$ cat src/rtl/rf_wb_arbiter_pkg.sv
// Shared constants for the register-file write-back arbiter: special register
// addresses and the requester index encoding used for the grant vector.
package rf_wb_arbiter_pkg;

    localparam logic [4:0] REG_ZERO = 5'd0;
    localparam logic [4:0] REG_XP   = 5'd26;
    localparam int         NUM_REQ  = 3;

    typedef enum logic [1:0] {
        REQ_EXC = 2'd0,
        REQ_MEM = 2'd1,
        REQ_ALU = 2'd2
    } req_idx_e;

endpackage

$ cat src/rtl/rf_wb_arbiter_prio_sel.sv
// Combinational priority selector: exc first, then mem over alu unless the
// starve logic has promoted alu.
module rf_wb_prio_sel
    import rf_wb_arbiter_pkg::*;
(
    input  logic [NUM_REQ-1:0] valid,
    input  logic               promote_alu,
    output logic [NUM_REQ-1:0] grant
);

    always_comb begin
        grant = '0;
        if (valid[REQ_EXC]) begin
            grant[REQ_EXC] = 1'b1;
        end else if (promote_alu && valid[REQ_ALU]) begin
            grant[REQ_ALU] = 1'b1;
        end else if (valid[REQ_MEM]) begin
            grant[REQ_MEM] = 1'b1;
        end else if (valid[REQ_ALU]) begin
            grant[REQ_ALU] = 1'b1;
        end
    end

endmodule

$ cat src/rtl/rf_wb_arbiter.sv
// Shares the single register-file write port between exception, load and ALU
// write-back, with one registered output stage and a retired-write counter.
module rf_wb_arbiter
    import rf_wb_arbiter_pkg::*;
#(
    parameter int unsigned STARVE_LIMIT = 3,
    parameter int unsigned CNT_W        = 16
) (
    input  logic             reset,
    input  logic             clk,
    input  logic             exc_valid,
    input  logic [4:0]       exc_addr,
    input  logic [31:0]      exc_data,
    output logic             exc_ready,
    input  logic             mem_valid,
    input  logic [4:0]       mem_addr,
    input  logic [31:0]      mem_data,
    output logic             mem_ready,
    input  logic             alu_valid,
    input  logic [4:0]       alu_addr,
    input  logic [31:0]      alu_data,
    output logic             alu_ready,
    output logic             rf_wr,
    output logic [4:0]       rf_addr,
    output logic [31:0]      rf_data,
    output logic [CNT_W-1:0] wr_count
);

    localparam int unsigned         ST_W       = $clog2(STARVE_LIMIT + 1);
    localparam logic [ST_W-1:0]     STARVE_MAX = ST_W'(STARVE_LIMIT);

    // Handshake: a requester holds valid/addr/data stable until it sees ready;
    // the transfer happens on the rising edge where valid && ready, and ready
    // is a pure combinational function of the valids and the starve count.
    logic [ST_W-1:0]    starve;
    logic [NUM_REQ-1:0] grant;
    logic               any_grant;
    logic [4:0]         sel_addr;
    logic [31:0]        sel_data;

    rf_wb_prio_sel u_prio_sel (
        .valid       ({alu_valid, mem_valid, exc_valid}),
        .promote_alu (starve == STARVE_MAX),
        .grant       (grant)
    );

    assign exc_ready = grant[REQ_EXC];
    assign mem_ready = grant[REQ_MEM];
    assign alu_ready = grant[REQ_ALU];
    assign any_grant = |grant;

    always_comb begin
        sel_addr = alu_addr;
        sel_data = alu_data;
        if (grant[REQ_EXC]) begin
            sel_addr = exc_addr;
            sel_data = exc_data;
        end else if (grant[REQ_MEM]) begin
            sel_addr = mem_addr;
            sel_data = mem_data;
        end
    end

    always_ff @(posedge clk or negedge reset) begin
        if (!reset) begin
            starve <= '0;
        end else if (grant[REQ_ALU]) begin
            starve <= '0;
        end else if (alu_valid && starve != STARVE_MAX) begin
            starve <= starve + 1'b1;
        end
    end

    // Writes to r0 are consumed here so the register file never sees them.
    always_ff @(posedge clk or negedge reset) begin
        if (!reset) begin
            rf_wr    <= 1'b0;
            rf_addr  <= '0;
            rf_data  <= '0;
            wr_count <= '0;
        end else if (any_grant) begin
            rf_wr   <= (sel_addr != REG_ZERO);
            rf_addr <= sel_addr;
            rf_data <= sel_data;
            if (sel_addr != REG_ZERO) begin
                wr_count <= wr_count + 1'b1;
            end
        end else begin
            rf_wr <= 1'b0;
        end
    end

endmodule

$ cat config.mk
export PLATFORM = sky130hd
export DESIGN_NAME = rf_wb_arbiter
export DESIGN_NICKNAME = d
export VERILOG_FILES = /design/src/rtl/rf_wb_arbiter_pkg.sv /design/src/rtl/rf_wb_arbiter_prio_sel.sv /design/src/rtl/rf_wb_arbiter.sv
export SDC_FILE = /design/constraint.sdc
export NUM_CORES = 1
export LEC_CHECK = 0
export ABC_CLOCK_PERIOD_IN_PS = 2250
export CORE_MARGIN = 2
export CORE_UTILIZATION = 37
export CTS_CLUSTER_DIAMETER = 30
export DETAILED_ROUTE_END_ITERATION = 8
export GPL_TIMING_DRIVEN = 0
export PLACE_DENSITY = 0.82
export SKIP_LAST_GASP = 1
export SLEW_MARGIN = 20
export SYNTH_ARGS = -nofsm -noshare
export SYNTH_HDL_FRONTEND = slang
export SYNTH_SLANG_ARGS = --single-unit
$ cat constraint.sdc
create_clock -name clk -period 2.25 [get_ports clk]
set_input_delay 0.3375 -clock clk [delete_from_list [all_inputs] [get_ports clk]]
set_output_delay 0.3375 -clock clk [all_outputs]
set_load 0.005 [all_outputs]
# After elaboration in Yosys (flattened, before gate mapping)
# Index checks and enable logic that the tools add are counted.
# word_totals
ff_bits	56
in_bits	116
output_inout_bits	57
elab_cells	29
# classes
n_addsub	2
eq_ne	2
muxes	14
reduce_logical	6
# op_table
op	n
$mux W32	2
$add A16 B1 Y16 const B	1
$mux W5	2
$mux W1	7
$mux W2	3
$reduce_bool A5 Y1	1
$reduce_or A3 Y1	1
$add A2 B1 Y2 const B	1
$eq A2 B2 Y1 const B	1
$logic_and A1 B1 Y1	2
$ne A2 B2 Y1 const B	1
$reduce_and A2 Y1	1
$reduce_bool A2 Y1	1

# Logic depth before layout (Yosys ltp)
# Gate-level depths: netlist of the first run.
# logic_depth
ltp_word	8
ltp_mapped	8
ltp_nobuf	7

# Modules after synthesis
# Synthesis of the first run repeated with hierarchy kept, for this count alone.
# unflattened
hier_cells	330
hier_area_um2	3039.2
# modules_own_cells
module	n_inst	cells_each	area_each_um2
rf_wb_arbiter	1	325	3001.6
rf_wb_prio_sel	1	5	37.5

# Worst setup path before layout of the first run
# OpenSTA, ideal clock, no wires.
# synth_timing
path_type	register to register
from	register starve[0]
to	register wr_count[1]
setup_time_ns	0.127
arrival_time_ns	1.803
t_required_ns	2.123
path_slack_ns	0.319
path_stages_with_launch	8
path_buffers	0
path_cell_list	dfrtp_1 > ha_1 > a21boi_2 > nor2_2 > a221oi_2 > nand4_2 > nand2_2 > mux2_1
# synth_via
elab_chain_cells	8
word_cells_on_any_way	10
classes_between	1 x eq/ne; 5 x mux; 4 x reduce/logical
# synth_rtl
item	line	text
start: declaration	rf_wb_arbiter.sv:35	logic [ST_W-1:0] starve;
start signal: assignment	rf_wb_arbiter.sv:70	starve <= starve + 1'b1;
$eq A2 B2 Y1 (*)	rf_wb_arbiter.sv:43	.promote_alu (starve == STARVE_MAX),
$logic_and A1 B1 Y1 (*)	rf_wb_arbiter_prio_sel.sv:15	end else if (promote_alu && valid[REQ_ALU]) begin
$mux W1	rf_wb_arbiter_prio_sel.sv:15	
$mux W2 (*)	rf_wb_arbiter_prio_sel.sv:13	if (valid[REQ_EXC]) begin
$mux W5	rf_wb_arbiter.sv:58	end else if (grant[REQ_MEM]) begin
$mux W5	rf_wb_arbiter.sv:55	if (grant[REQ_EXC]) begin
$reduce_bool A5 Y1	rf_wb_arbiter.sv:85	if (sel_addr != REG_ZERO) begin
$reduce_and A2 Y1 (no line) (*)	-	
end signal: assignment	rf_wb_arbiter.sv:86	wr_count <= wr_count + 1'b1;
end: declaration	rf_wb_arbiter.sv:26	output logic [CNT_W-1:0] wr_count
# Mark *: on every way between the ends. The rest lies on a longest branch, timed or not.
# A chain may end at the register's enable or synchronous reset.

# Final worst setup path of the first run
# Ends and elaborated chain as after synthesis.

==> impl_summary.log, run 1 <==
INFO  metric route.detailed.drc = 0
INFO  metric startpoint = starve[0]
INFO  metric fmaxAchievable = 458 MHz
INFO  metric critical_path.cell_chain = ha_4 > a21bo_4 > nor2_4 > buf_4 > a221oi_2 > nand4_2 > nand2_2 > mux2_1
INFO  metric synthMostInstantiatedCell = sky130_fd_sc_hd__dfrtp_1
INFO  metric min_path_type = primary input to asynchronous set/reset pin
INFO  metric drt_first_pass_iters = 5
INFO  metric gp_congestion = 0.864
INFO  metric power.density_cell_area = 613 nW/um^2
INFO  metric grt_start_max_net_pins = between 50 and 60
INFO  metric synthesis.area = between 2000 and 3000 um^2
INFO  metric timing.critical_path.max_delay_family = compound AO/OA/AOI/OAI gates
INFO  metric yosys.area.top_type = sky130_fd_sc_hd__dfrtp_1
INFO  metric drt_iter0_markers = roughly 180
INFO  metric design.core.area = between 7000 and 8000 um^2
INFO  metric std_cell_rows = 31
INFO  metric avgViaCountPerCell = around 5.4
INFO  metric avgRoutedWirePerCell = 17.5 um
INFO  metric die_footprint = around 8200 um^2
INFO  metric ys_dominant_reg_cell = sky130_fd_sc_hd__dfrtp_1
INFO  metric part_of_the_yosys_area_used_for_sequential_elements = 0.507
INFO  metric final_worst_path_period_need = about 2.2 ns
INFO  metric grt_overflow_total = 0
INFO  metric postCtsHoldBufs = 0
INFO  metric critPathMaxStageDelay = between 0.4 and 0.5 ns
INFO  metric hold_viol = 0
INFO  metric multi_input_comb_area = 1290 um^2
INFO  metric cts.reportedPaths.clkPinSlew = 0.10 ns
INFO  metric worst-path-max-fanout = 8
INFO  metric fin_worst_hold_slack = 0.0589 ns
INFO  metric synth.distinct_cells = 36
INFO  metric cts_num_sinks = 56
INFO  metric cp_num_cells = 8
INFO  metric antenna_found_initial = 0
INFO  metric clkLatencyLatePin = 0.31 ns
INFO  metric synth_commonest_cells = sky130_fd_sc_hd__dfrtp_1 (56), sky130_fd_sc_hd__nor2_1 (39), sky130_fd_sc_hd__a21oi_1 (37)
INFO  metric layout.area.seq = 1400 um^2
INFO  metric synth-edff-count = 0
INFO  metric final_antenna_net_count = 0
INFO  metric worst-r2r-cell-count = 8
INFO  metric final_nets = 560
INFO  metric cp-endpoint = wr_count[1]
INFO  metric ioPinCount = 173
INFO  metric grt_first_pass_wirelength = 15100 um
INFO  metric timing.slew.headroom = 0.536
INFO  metric syn-instance-count = 256
INFO  metric numPortBuffers = 172
INFO  metric rr_endpoint = wr_count[1]
INFO  metric grtUsageTotal = 0.229
INFO  metric die_h = 90.5 um
INFO  metric synth-async-reset-ratio = 1.00
INFO  metric insertedDiodeCount = 0
INFO  metric critical_path_buf_inv_count = 1
INFO  metric power.ir.vdd_worst = about 0.27 mV
INFO  metric worst-setup-path-type = register to register
INFO  metric cap_viol_max_count = 0
INFO  metric static-leakage-power = 0.00195 uW
INFO  metric yosys.area.top_type_share = 0.507
INFO  metric detail_route.wirelength = 9470 um
INFO  metric rr_startpoint = starve[0]
INFO  metric tightest_slew = 0.696 ns
INFO  metric end_kind = register
INFO  metric final-max-slew-violation-count = 0
INFO  metric drive_gt1_frac = 0.113
INFO  metric totalPowerFinal = 2960 uW
INFO  metric syn_nets = 374
INFO  metric number_of_clock_buffers_inserted_by_tritoncts = 5
INFO  metric reg2reg_setup_slack = 0.06 ns
INFO  metric worstPathArrival = 2.38 ns
INFO  metric ys_ff_latch = 56
INFO  metric fillerInstances = 569
INFO  metric setup-violations-final = 0
INFO  metric cts-root-buf = sky130_fd_sc_hd__clkbuf_8
INFO  metric syn2layout_area_growth = 74.3%
INFO  metric clock_skew = 0.00282 ns
INFO  metric yosys-top-cells-area = sky130_fd_sc_hd__dfrtp_1 (51%), sky130_fd_sc_hd__a222oi_1 (12%), sky130_fd_sc_hd__a21oi_1 (6.7%)
INFO  metric clock_path_buffers = 2
INFO  metric cpMaxStageDelayCell = sky130_fd_sc_hd__dfrtp_1
INFO  metric via_count_of_the_first_global_routing_pass = about 3000
INFO  metric synthesis.area_per_instance = around 11 um^2
INFO  metric setup.worst_path.start_class = register
INFO  metric finalCritPeriodShare = 0.971
INFO  metric synthesis.yosys.warnings = 0
INFO  metric vias = 2918
INFO  metric die_width = 90.5 um
INFO  metric sum_of_net_half_perimeters_after_detailed_placement = around 7300 um
INFO  metric worstPathRequired = 2.45 ns
INFO  metric totalNegativeSetupSlack = 0 ns
INFO  metric clock_tree_from_tritoncts = yes
INFO  metric outcome = complete, no violations
INFO  metric floorplan.initialDensity = 0.381
INFO  metric h-tree-depth = 2
INFO  metric final_core_util = 0.664
-- worst min path at each step --
stage / startpoint / end / slack, ns / cells past startpoint
after floorplan: reset / rf_addr[0] / 0.04 / 0
after global placement: wr_count[15] / wr_count[15] / 0.46 / 1
after detailed placement: reset / wr_count[12] / 0.43 / 1
after CTS: reset / wr_count[12] / 0.08 / 1
after global routing: reset / wr_count[12] / 0.11 / 1
final: reset / wr_count[15] / 0.06 / 1
-- metal layers --
metal	track usage	wire, um	vias up
li1	-	-	1349
met1	0.261	3700	1418
met2	0.418	4920	136
met3	0.0668	644	15
met4	0.0603	204	0
met5	0	0	-
-- state kept, by name (all words and copies together), names as in the netlist --
signal    count
rf_data      32
wr_count     16
rf_wr         1
rf_addr       5
starve        2
-- per-stage QoR --
step	cell area [um^2]	instances	setup WS (ns)
finish	4820	542	0.0650
global route	4820	542	-0.00540
CTS	4780	539	0.00489
detailed placement	4610	527	-0.739
global placement	4610	527	-0.839
floorplan	2770	256	0.319
-- cell families (layout without fill, tap and decap cells) --
group,Yosys count,after routing,share of synthesized area
xor gates and xnor gates,15,15,0.0475
AOI/OAI and AO/OA,79,79,0.223
and+or+nand+nor,79,79,0.168
muxes,2,2,0.00814
adders and majority gates,2,2,0.00905
DFF,56,56,0.507
buffers and inverters,23,210,0.0376
-- repair_timing --
action	in CTS	in global routing
setup buffers	4	3
pin swaps	2	3
gates resized for setup	16	4
endpoints found under the setup margin	2	3
-- layout make-up --
cell class	instances	area share
Buffer	22	0.0280
Clock buffer	6	0.0171
Clock inverter	2	0.00208
Inverter	1	0.000779
Multi-Input combinational cell	177	0.267
Sequential cell	56	0.291
Tap cell	99	0.0257
Timing Repair Buffer	179	0.368
-- cells in the final DEF, fill, tap and decap left out, types with 2 or more instances in the layout --
cell | netlist | final
sky130_fd_sc_hd__a221oi_2 | 3 | 2
sky130_fd_sc_hd__buf_6 | 1 | 2
sky130_fd_sc_hd__dlygate4sd2_1 | 0 | 3
sky130_fd_sc_hd__a222oi_1 | 32 | 32
sky130_fd_sc_hd__a21oi_1 | 37 | 37
sky130_fd_sc_hd__nor3b_1 | 4 | 3
sky130_fd_sc_hd__nand2_1 | 2 | 2
sky130_fd_sc_hd__clkinv_2 | 0 | 2
sky130_fd_sc_hd__and3_1 | 6 | 6
sky130_fd_sc_hd__xnor2_1 | 15 | 15
sky130_fd_sc_hd__buf_2 | 2 | 2
sky130_fd_sc_hd__and2_1 | 4 | 4
sky130_fd_sc_hd__and3_4 | 2 | 2
sky130_fd_sc_hd__dlymetal6s2s_1 | 0 | 2
sky130_fd_sc_hd__nand3_2 | 10 | 10
sky130_fd_sc_hd__buf_4 | 2 | 9
sky130_fd_sc_hd__a221oi_1 | 2 | 2
sky130_fd_sc_hd__clkdlybuf4s50_1 | 0 | 166
sky130_fd_sc_hd__clkbuf_8 | 0 | 8
sky130_fd_sc_hd__nor2_1 | 39 | 39
sky130_fd_sc_hd__nand4_1 | 4 | 4
sky130_fd_sc_hd__dfrtp_1 | 56 | 56
sky130_fd_sc_hd__clkbuf_1 | 16 | 13
-- power by group --
part / switching, uW / total, uW / internal [uW]
Clock: 324 / 571 / 247
Combinational: 386 / 1080 / 691
Sequential: 133 / 1310 / 1180
Total: 843 / 2960 / 2110
Power figures use the tool's default switching activity.
==> inputs of run 2 (changes only) <==
--- a/config.mk
+++ b/config.mk
@@ -6,10 +6,13 @@
 export NUM_CORES = 1
 export LEC_CHECK = 0
 export ABC_CLOCK_PERIOD_IN_PS = 2250
+export CAP_MARGIN = 20
 export CORE_MARGIN = 2
 export CORE_UTILIZATION = 37
 export CTS_CLUSTER_DIAMETER = 30
+export CTS_CLUSTER_SIZE = 30
 export DETAILED_ROUTE_END_ITERATION = 8
+export GPL_ROUTABILITY_DRIVEN = 0
 export GPL_TIMING_DRIVEN = 0
 export PLACE_DENSITY = 0.82
 export SKIP_LAST_GASP = 1
==> results of run 2 <==
No change in the layout: final DEF, timing and power equal those of run 1.
